File: src/rtl/gate_mux_tester_if.sv
// rtl/gate_mux_tester_if.sv - run handshake and gate stimulus/response bundle for gate_mux_tester
interface gate_mux_tester_if;
   logic start;
   logic abort;
   logic busy;
   logic done;
   logic a_out;
   logic b_out;
   logic and_in;
   logic or_in;
   logic not_in;

   // Environment side: requests runs and returns the gate block's responses.
   modport master (
      output start, abort, and_in, or_in, not_in,
      input  busy, done, a_out, b_out
   );

   // Tester side: accepts run requests and drives the gate block's inputs.
   modport slave (
      input  start, abort, and_in, or_in, not_in,
      output busy, done, a_out, b_out
   );
endinterface

File: src/rtl/gate_mux_tester.sv
// rtl/gate_mux_tester.sv - exhaustive 2-input AND/OR/NOT gate block tester
module gate_mux_tester #(
   parameter int SETTLE = 1
) (
   input  logic                 clk,
   input  logic                 rst_n,
   gate_mux_tester_if.slave     bus,
   output logic                 pass,
   output logic [2:0]           err_mask,
   output logic [3:0]           and_tbl,
   output logic [3:0]           or_tbl,
   output logic [3:0]           not_tbl,
   output logic [7:0]           run_cnt
);

   generate
      if (SETTLE < 1 || SETTLE > 15) begin : g_bad_settle
         $error("gate_mux_tester: SETTLE must be in 1..15");
      end
   endgenerate

   localparam logic [3:0] SETTLE_LAST = 4'(SETTLE - 1);

   typedef enum logic [1:0] {IDLE, DRIVE, CHECK, DONE} state_t;

   state_t     state, state_nxt;
   logic [1:0] idx, idx_nxt;
   logic [3:0] settle_cnt, settle_nxt;
   logic       a_r, a_nxt;
   logic       b_r, b_nxt;
   logic       pass_nxt;
   logic [2:0] err_nxt;
   logic [3:0] and_nxt, or_nxt, not_nxt;
   logic [7:0] run_cnt_nxt;
   logic [2:0] err_calc;

   // Reference truth tables indexed by {a,b}: AND=1000, OR=1110, NOT(a)=0011.
   assign err_calc = {not_tbl != 4'b0011, or_tbl != 4'b1110, and_tbl != 4'b1000};

   assign bus.busy  = (state == DRIVE) || (state == CHECK);
   assign bus.done  = (state == DONE);
   assign bus.a_out = a_r;
   assign bus.b_out = b_r;

   // Next-state and next-register computation; abort always beats start and capture.
   always_comb begin
      state_nxt   = state;
      idx_nxt     = idx;
      settle_nxt  = settle_cnt;
      pass_nxt    = pass;
      err_nxt     = err_mask;
      and_nxt     = and_tbl;
      or_nxt      = or_tbl;
      not_nxt     = not_tbl;
      run_cnt_nxt = run_cnt;
      a_nxt       = 1'b0;
      b_nxt       = 1'b0;

      case (state)
         IDLE: begin
            if (bus.start && !bus.abort) begin
               state_nxt  = DRIVE;
               idx_nxt    = 2'd0;
               settle_nxt = 4'd0;
               and_nxt    = 4'd0;
               or_nxt     = 4'd0;
               not_nxt    = 4'd0;
            end
         end
         DRIVE: begin
            if (bus.abort) begin
               state_nxt = IDLE;
            end else if (settle_cnt == SETTLE_LAST) begin
               and_nxt[idx] = bus.and_in;
               or_nxt[idx]  = bus.or_in;
               not_nxt[idx] = bus.not_in;
               settle_nxt   = 4'd0;
               if (idx == 2'd3) begin
                  state_nxt = CHECK;
               end else begin
                  idx_nxt = idx + 2'd1;
               end
            end else begin
               settle_nxt = settle_cnt + 4'd1;
            end
         end
         CHECK: begin
            if (bus.abort) begin
               state_nxt = IDLE;
            end else begin
               state_nxt = DONE;
               err_nxt   = err_calc;
               pass_nxt  = (err_calc == 3'b000);
               if (err_calc == 3'b000 && run_cnt != 8'hFF) begin
                  run_cnt_nxt = run_cnt + 8'd1;
               end
            end
         end
         DONE: begin
            state_nxt = IDLE;
         end
         default: begin
            state_nxt = IDLE;
         end
      endcase

      // Stimulus is registered from the upcoming index so it is stable for the whole DRIVE slot.
      if (state_nxt == DRIVE) begin
         a_nxt = idx_nxt[1];
         b_nxt = idx_nxt[0];
      end
   end

   // State and result registers with asynchronous clear.
   always_ff @(posedge clk or negedge rst_n) begin
      if (!rst_n) begin
         state      <= IDLE;
         idx        <= 2'd0;
         settle_cnt <= 4'd0;
         a_r        <= 1'b0;
         b_r        <= 1'b0;
         pass       <= 1'b0;
         err_mask   <= 3'b000;
         and_tbl    <= 4'd0;
         or_tbl     <= 4'd0;
         not_tbl    <= 4'd0;
         run_cnt    <= 8'd0;
      end else begin
         state      <= state_nxt;
         idx        <= idx_nxt;
         settle_cnt <= settle_nxt;
         a_r        <= a_nxt;
         b_r        <= b_nxt;
         pass       <= pass_nxt;
         err_mask   <= err_nxt;
         and_tbl    <= and_nxt;
         or_tbl     <= or_nxt;
         not_tbl    <= not_nxt;
         run_cnt    <= run_cnt_nxt;
      end
   end

endmodule

File: src/flat_wrapper.sv
// flat-port wrapper written by rule: the top's interface ports become plain ports
module gate_mux_tester_flat 
#(
   parameter int SETTLE = 1
)
  (clk, rst_n, pass, err_mask, and_tbl, or_tbl, not_tbl, run_cnt, bus_start, bus_abort, bus_and_in, bus_or_in, bus_not_in, bus_busy, bus_done, bus_a_out, bus_b_out);
  gate_mux_tester_if bus_i ();
  input  logic clk;
  input  logic rst_n;
  output logic pass;
  output logic [2:0] err_mask;
  output logic [3:0] and_tbl;
  output logic [3:0] or_tbl;
  output logic [3:0] not_tbl;
  output logic [7:0] run_cnt;
  input wire logic [$bits(bus_i.start)-1:0] bus_start;
  input wire logic [$bits(bus_i.abort)-1:0] bus_abort;
  input wire logic [$bits(bus_i.and_in)-1:0] bus_and_in;
  input wire logic [$bits(bus_i.or_in)-1:0] bus_or_in;
  input wire logic [$bits(bus_i.not_in)-1:0] bus_not_in;
  output wire logic [$bits(bus_i.busy)-1:0] bus_busy;
  output wire logic [$bits(bus_i.done)-1:0] bus_done;
  output wire logic [$bits(bus_i.a_out)-1:0] bus_a_out;
  output wire logic [$bits(bus_i.b_out)-1:0] bus_b_out;
  assign bus_i.start = bus_start;
  assign bus_i.abort = bus_abort;
  assign bus_i.and_in = bus_and_in;
  assign bus_i.or_in = bus_or_in;
  assign bus_i.not_in = bus_not_in;
  assign bus_busy = bus_i.busy;
  assign bus_done = bus_i.done;
  assign bus_a_out = bus_i.a_out;
  assign bus_b_out = bus_i.b_out;
  gate_mux_tester #(.SETTLE(SETTLE)) u_core (.clk(clk), .rst_n(rst_n), .bus(bus_i), .pass(pass), .err_mask(err_mask), .and_tbl(and_tbl), .or_tbl(or_tbl), .not_tbl(not_tbl), .run_cnt(run_cnt));
endmodule
File: config.mk
export PLATFORM = sky130hd
export DESIGN_NAME = gate_mux_tester_flat
export DESIGN_NICKNAME = d
export VERILOG_FILES = /design/src/rtl/gate_mux_tester_if.sv /design/src/rtl/gate_mux_tester.sv /design/src/flat_wrapper.sv
export SDC_FILE = /design/constraint.sdc
export NUM_CORES = 1
export LEC_CHECK = 0
export CAP_MARGIN = 20
export CORE_MARGIN = 2
export CORE_UTILIZATION = 40
export CTS_BUF_LIST = sky130_fd_sc_hd__clkbuf_8 sky130_fd_sc_hd__clkbuf_16
export DETAILED_ROUTE_END_ITERATION = 8
export SYNTH_ARGS = -nofsm -noshare
export SYNTH_HDL_FRONTEND = slang
export SYNTH_SLANG_ARGS = --single-unit
File: constraint.sdc
create_clock -name clk -period 3 [get_ports clk]
set_input_delay 0.6 -clock clk [delete_from_list [all_inputs] [get_ports clk]]
set_output_delay 0.6 -clock clk [all_outputs]
set_load 0.01 [all_outputs]
==> metrics.md, run 1 <==
| Metric | Value |
|---|---|
| Nets | `233` |
| Outcome | `finished clean` |
| P&R area growth vs syn | `26.22%` |
| CP Depth | `3` |
| CP startpoint kind | `flip-flop` |
| Length of the first detailed-routing pass in iterations | `5` |
| CTS buffer count | `5` |
| Share of layout cells above drive strength 1 | `0.09091` |
| Placer's final routability congestion estimate | `0.7644` |
| Core area | `4384 um^2` |
| HPWL Detailed | `3126 um` |
| Final hold viol count | `0` |
| Hold Buf Count CTS | `0` |
| Buffers & Inverters on Critical Path | `2` |
| Antenna diodes | `0` |
| Worst EP required | `2.40 ns` |
| Die area | `5114 um^2` |
| Boundary Pins | `35` |
| Max_cap viols | `0` |
| Vias | `1488` |
| I/O Buffers | `34` |
| Synth Warn # | `0` |
| Largest stage delay, worst path | `0.53 ns` |
| Synth top area cells | `dfrtp_1 47%, nand2_1 7.8%, ha_1 4.8%` |
| # fillers | `416` |
| Max clock buf depth | `2` |
| H-tree depth | `2` |
| Area leader, netlist | `dfrtp_1` |
| Clock Latency Late Sink | `0.28 ns` |
| Synth top area share | `0.4667` |
| Layout Cells excl Fill | `272` |
| Final WS setup | `0.8138 ns` |
| Post-Place Setup Slack | `0.5730 ns` |
| DP Cell Count | `264` |
| Number of vias per cell | `5.471` |
| Total track usage | `0.1812` |
| Antenna violations before repair | `0` |
| First-pass GRT wire length | `7293 um` |
| Power Density | `839.8 nW/um^2` |
| EDFF count, synth | `0` |
| Die Y | `71.51 um` |
| Crit Path Category | `reg2out` |
| Min-Delay Path Depth | `2` |
| Crit Path Max Fanout | `5` |
| Post-CTS Setup Bufs | `0` |
| Routed length per placed instance | `15.45 um` |
| Syn nets | `198` |
| CTS tree | `built` |
| CP arrival | `1.59 ns` |
| Clock skew | `0.004299 ns` |
| Clk sink count | `34` |
| Resized Gates After CTS | `0` |
| DRT Wirelength | `4203 um` |
| Syn Inst Count | `184` |
| Cell Rows | `24` |
| Worst setup EP type | `output port` |
| CP Cell Sequence | `inv_1 -> ha_1 -> clkdlybuf4s50_1` |
| Final ANT Viol Nets | `0` |
| Tcrit/Tclk final | `0.7287` |
| Seq/Total Area, Yosys | `0.4667` |
| Synth Register Bits | `34` |
| Slowest CP cell | `clkdlybuf4s50_1` |
| Cell Area, Synth | `1823 um^2` |
| Minimum clock period | `2.186 ns` |
| Die X | `71.51 um` |
| Leak pwr | `1.032 nW` |
| HP Class | `reg2reg` |
| Worst-margin pin slew | `0.7275 ns` |
| Main flop type after synthesis | `dfrtp_1` |
| VDD IR max | `370.6 uV` |
| R2R depth | `6` |
| Final setup viols | `0` |
| Slew margin rel. | `0.5129` |
| Largest net degree at the start of global routing | `35` |
| Grt ovf | `0` |
| Post-route cell area | `2301 um^2` |
| Unrepaired setup endpoints after global routing | `no` |
| Avg Inst Size Synth | `9.908 um^2` |
| Async SR Flop Fraction | `1.000` |
| Fin. max-slew vios | `0` |
| Vias in the first global route | `1518` |
| Worst-path clk slew | `0.07 ns` |
| Setup_tns | `0 ns` |
| Largest delay share family, worst path | `buffers and inverters` |
| Library cells used by synthesis | `39` |
| Starting Density | `0.4158` |
| Placed Area | `2191 um^2` |
| Clock root cell | `clkbuf_8` |
| DR DRC count | `0` |
| Iter 0 DRT Violations | `70` |
| Max Clk Rate | `457.4 MHz` |
path summary, 6_finish.rpt:
path                                 startpoint                   end  slack (ns)
min in group asynchronous                 rst_n  u_core.settle_cnt[0]        0.73
min                                 u_core.pass           u_core.pass        0.49
max in group asynchronous                 rst_n     u_core.run_cnt[0]        1.96
max reg2reg                u_core.settle_cnt[0]      u_core.or_tbl[0]        0.86
max                             u_core.state[0]              bus_busy        0.81
min reg2reg                         u_core.pass           u_core.pass        0.49
power breakdown:
group          switching, mW  internal [mW]  total, mW  leakage (nW)
logic                  0.424          0.392      0.816         0.537
clock network          0.161          0.232      0.393        0.0575
registers              0.141          0.582      0.724         0.438
total                  0.726           1.21       1.93          1.03
area by class of cell:
cell class / instances / area [um^2] / share of cell area
Tap cell: 52 / 65.06 / 0.02828
Sequential cell: 34 / 850.8 / 0.3698
Inverter: 8 / 30.03 / 0.01305
Timing Repair Buffer: 36 / 355.3 / 0.1544
Clock buffer: 8 / 110.1 / 0.04785
Multi-Input combinational cell: 134 / 889.6 / 0.3866
logic make-up after synthesis:
group / Yosys count / synth area share
AND/OR/NAND/NOR: 92 / 0.2759
multiplexers: 4 / 0.02402
buffers and inverters: 16 / 0.04530
XOR/XNOR: 7 / 0.03363
AO/OA/AOI/OAI: 24 / 0.1064
flip-flops: 34 / 0.4667
adder cells (fa/ha/maj): 7 / 0.04804
flip-flops by register name, indices dropped and copies added, names as in the netlist:
signal	count
u_core.idx	2
u_core.state	2
u_core.and_tbl	4
u_core.bus.b_out	1
u_core.run_cnt	8
u_core.not_tbl	4
u_core.bus.a_out	1
u_core.or_tbl	4
u_core.settle_cnt	4
u_core.err_mask	3
u_core.pass	1
placed cells by master, fill, tap and decap left out, types with 2 or more instances in the layout:
cell type and n:
nor4_1 3, nand2b_1 2, o21ai_0 4, nor3_1 4
xor2_1 5, nor2b_1 5, buf_4 2, xnor2_1 2
a31oi_1 2, ha_1 7, clkdlybuf4s50_1 34, dfrtp_1 34
nand2_1 38, o221ai_1 9, o32a_1 2, inv_1 8
nand4_1 4, nor3b_1 2, nand3_1 12, mux2_1 2
clkbuf_8 8, nor2_1 12, and3_1 2
worst min-delay path, stage by stage (launching register included):
cell     delay [ns]
dfrtp_1        0.36
nand2_1        0.05
nand2_1        0.06
routing by layer:
metal	GRT usage	routed length [um]
met4	0.05031	49
met5	0	0
met3	0.05204	210
met2	0.2932	2022
met1	0.2387	1920
metrics by stage:
step                      hold slack [ns]  total power, mW    util
after floorplan                    0.3044            1.196       -
after global placement             0.4858            1.524  0.4997
after detailed placement           0.4890            1.538  0.4997
after CTS                          0.5043            1.944  0.5248
after global routing               0.5328            2.070  0.5248
final                              0.4932            1.932  0.5248
synthesized netlist by cell type, drive strengths merged, types with 4 or more instances:
cell,count
nand2,38
dfrtp,34
nand3,12
nor2,12
o221ai,9
inv,8
ha,7
clkbuf,5
nor2b,5
nor3,5
xor2,5
nand4,4
o21ai,4
Note: power is estimated with default switching activity, not from simulation.
==> run 2: changes to the inputs <==
--- a/config.mk
+++ b/config.mk
@@ -10,6 +10,7 @@
 export CORE_UTILIZATION = 40
 export CTS_BUF_LIST = sky130_fd_sc_hd__clkbuf_8 sky130_fd_sc_hd__clkbuf_16
 export DETAILED_ROUTE_END_ITERATION = 8
+export PLACE_DENSITY = 0.67
 export SYNTH_ARGS = -nofsm -noshare
 export SYNTH_HDL_FRONTEND = slang
 export SYNTH_SLANG_ARGS = --single-unit
==> constraint.sdc (replaced) <==
create_clock -name clk -period 2 [get_ports clk]
set_input_delay 0.4 -clock clk [delete_from_list [all_inputs] [get_ports clk]]
set_output_delay 0.4 -clock clk [all_outputs]
set_load 0.01 [all_outputs]
==> run 2 against run 1 <==
  * Count of clock-buffer cells in the layout unchanged
  * First-iteration DRC count decreased by 30%
  * Clock power increased by 49%
  * Largest cell class unchanged
  * Register-to-register slack got worse by 0.71 ns
  * Clock skew decreased by 0.0021 ns
  * Hold slack got worse by 0.017 ns
==> metrics.md, run 2 (synthesis results as in run 1) <==
| Metric | Value |
|---|---|
| CP arrival | `1.48 ns` |
| # fillers | `403` |
| Largest stage delay, worst path | `0.47 ns` |
| Slowest CP cell | `clkdlybuf4s50_1` |
| Final ANT Viol Nets | `0` |
| Outcome | `finished clean` |
| Antenna diodes | `0` |
| Core area | `4384 um^2` |
| Hold Startpoint | `u_core.err_mask[0]` |
| R2r endpoint | `u_core.or_tbl[2]` |
| Iter 0 DRT Violations | `49` |
| DRT Wirelength | `3965 um` |
| Most frequent cells in the layout | `38 x nand2_1, 34 x dfrtp_1, 33 x clkdlybuf4s50_1` |
| CTS tree | `built` |
| Post-layout util | `0.5420` |
| First-pass GRT wire length | `6603 um` |
| Placer's final routability congestion estimate | `0.8316` |
| Final hold viol count | `0` |
| HP Class | `reg2reg` |
| Worst setup EP type | `output port` |
| Cell Rows | `24` |
| Placed Area | `2221 um^2` |
| Die area | `5114 um^2` |
| CP Cell Sequence | `buf_4 -> ha_1 -> clkdlybuf4s50_1` |
| Clock Latency Late Sink | `0.28 ns` |
| CTS buffer count | `5` |
| Share of layout cells above drive strength 1 | `0.1360` |
| Post-route cell area | `2376 um^2` |
| Minimum clock period | `1.875 ns` |
| Min-Delay Path Depth | `2` |
| FF/Latch Area | `850.8 um^2` |
| Max reg flops | `8` |
| Final setup viols | `0` |
| GR Layer Usage met3 | `0.04219` |
| Die X | `71.51 um` |
| Global routing usage on met2 | `0.2582` |
| Leak pwr | `1.081 nW` |
| Setup_tns | `0 ns` |
| Vias | `1490` |
| R2R depth | `6` |
| Clock skew | `0.002162 ns` |
| H-tree depth | `2` |
| Area taken by multi-input logic gates | `902.1 um^2` |
| Max clock buf depth | `2` |
| Starting Density | `0.4158` |
| Power Density | `1252 nW/um^2` |
| Total track usage | `0.1682` |
| Max_cap viols | `0` |
| Max Clk Rate | `533.2 MHz` |
| Die Y | `71.51 um` |
| Worst Hold Path EP | `u_core.err_mask[0]` |
| Grt ovf | `0` |
| Crit Path Max Fanout | `4` |
| Largest net degree at the start of global routing | `35` |
| Length of the first detailed-routing pass in iterations | `4` |
| Worst-margin pin slew | `0.3918 ns` |
| Worst EP required | `1.60 ns` |
| Boundary Pins | `35` |
| Most crowded layer after global routing | `met2` |
| Setup slack, reg-to-reg | `0.15 ns` |
| Nets | `241` |
| DR DRC count | `0` |
| HPWL Detailed | `2872 um` |
| Fin. max-slew vios | `0` |
| Commonest non-fill, non-tap cell in the layout | `nand2_1` |
| Largest delay share family, worst path | `buffers and inverters` |
| Antenna violations before repair | `0` |
| Crit Path Category | `reg2out` |
| VDD IR max | `598.7 uV` |
| Buffers & Inverters on Critical Path | `2` |
| I/O Buffers | `34` |
| Worst-path clk slew | `0.07 ns` |
| Routed length per placed instance | `14.16 um` |
| CP startpoint kind | `flip-flop` |
| Slew margin rel. | `0.7313` |
| Unrepaired setup endpoints after global routing | `no` |
| P&R area growth vs syn | `30.34%` |
| Number of vias per cell | `5.321` |
| Clk sink count | `34` |
| CP Depth | `3` |
| Most flop-heavy register | `u_core.run_cnt` |
| Clock root cell | `clkbuf_8` |
| Tcrit/Tclk final | `0.9377` |
| Met1 Usage GRT | `0.2233` |
| Reg2reg start | `u_core.settle_cnt[0]` |
| Vias in the first global route | `1400` |
run 2: worst max-delay path by stage:
stage / from / to / slack, ns
3_3_place_gp: bus_abort / u_core.run_cnt[6] / 0.07
6_report: u_core.state[0] / bus_done / 0.12
3_5_place_dp: bus_abort / u_core.run_cnt[6] / 0.04
2_1_floorplan: u_core.state[0] / u_core.run_cnt[6] / 0.17
4_1_cts: u_core.state[1] / bus_busy / 0.02
5_1_grt: u_core.settle_cnt[0] / u_core.or_tbl[2] / 0.003
run 2: timing repair:
| action | in CTS | in global routing |
|---|---|---|
| setup endpoints to repair | 1 | 12 |
| hold buffers | 0 | 0 |
| pin swaps | 0 | 2 |
| gates resized for setup | 0 | 5 |
| setup buffers | 1 | 3 |
run 2: through the flow:
| stage | instances | power (mW) | setup WS, ns | hold slack, ns |
|---|---|---|---|---|
| after floorplan | 184 | 1.794 | 0.1733 | 0.1044 |
| after global placement | 268 | 2.314 | 0.06849 | 0.4626 |
| after detailed placement | 268 | 2.335 | 0.04264 | 0.4687 |
| after CTS | 277 | 2.951 | 0.02228 | 0.4839 |
| after global routing | 280 | 3.209 | 0.002782 | 0.5064 |
| final | 280 | 2.974 | 0.1245 | 0.4757 |
run 2: where the power goes:
group / internal, mW / switching, mW / total [mW]
clock network: 0.348 / 0.239 / 0.587
registers: 0.873 / 0.208 / 1.08
logic: 0.658 / 0.648 / 1.31
total: 1.88 / 1.10 / 2.97
run 2: tightest hold or removal path: stages (launching register included):
cell and delay, ns:
dfrtp_1 0.34, nand2_1 0.04, o21ai_0 0.05
run 2: routing by layer:
layer,routed length (um),share of wire
met1,1914,0.48
met2,1798,0.45
met3,181,0.046
met4,72,0.018
met5,0,0
run 2: area by class of cell:
type,instances,share of cell area
tap,52,0.02738
timing repair buffer,44,0.1759
multi-input combinational,134,0.3797
inverter,8,0.01264
sequential,34,0.3581
clock buffer,8,0.04634
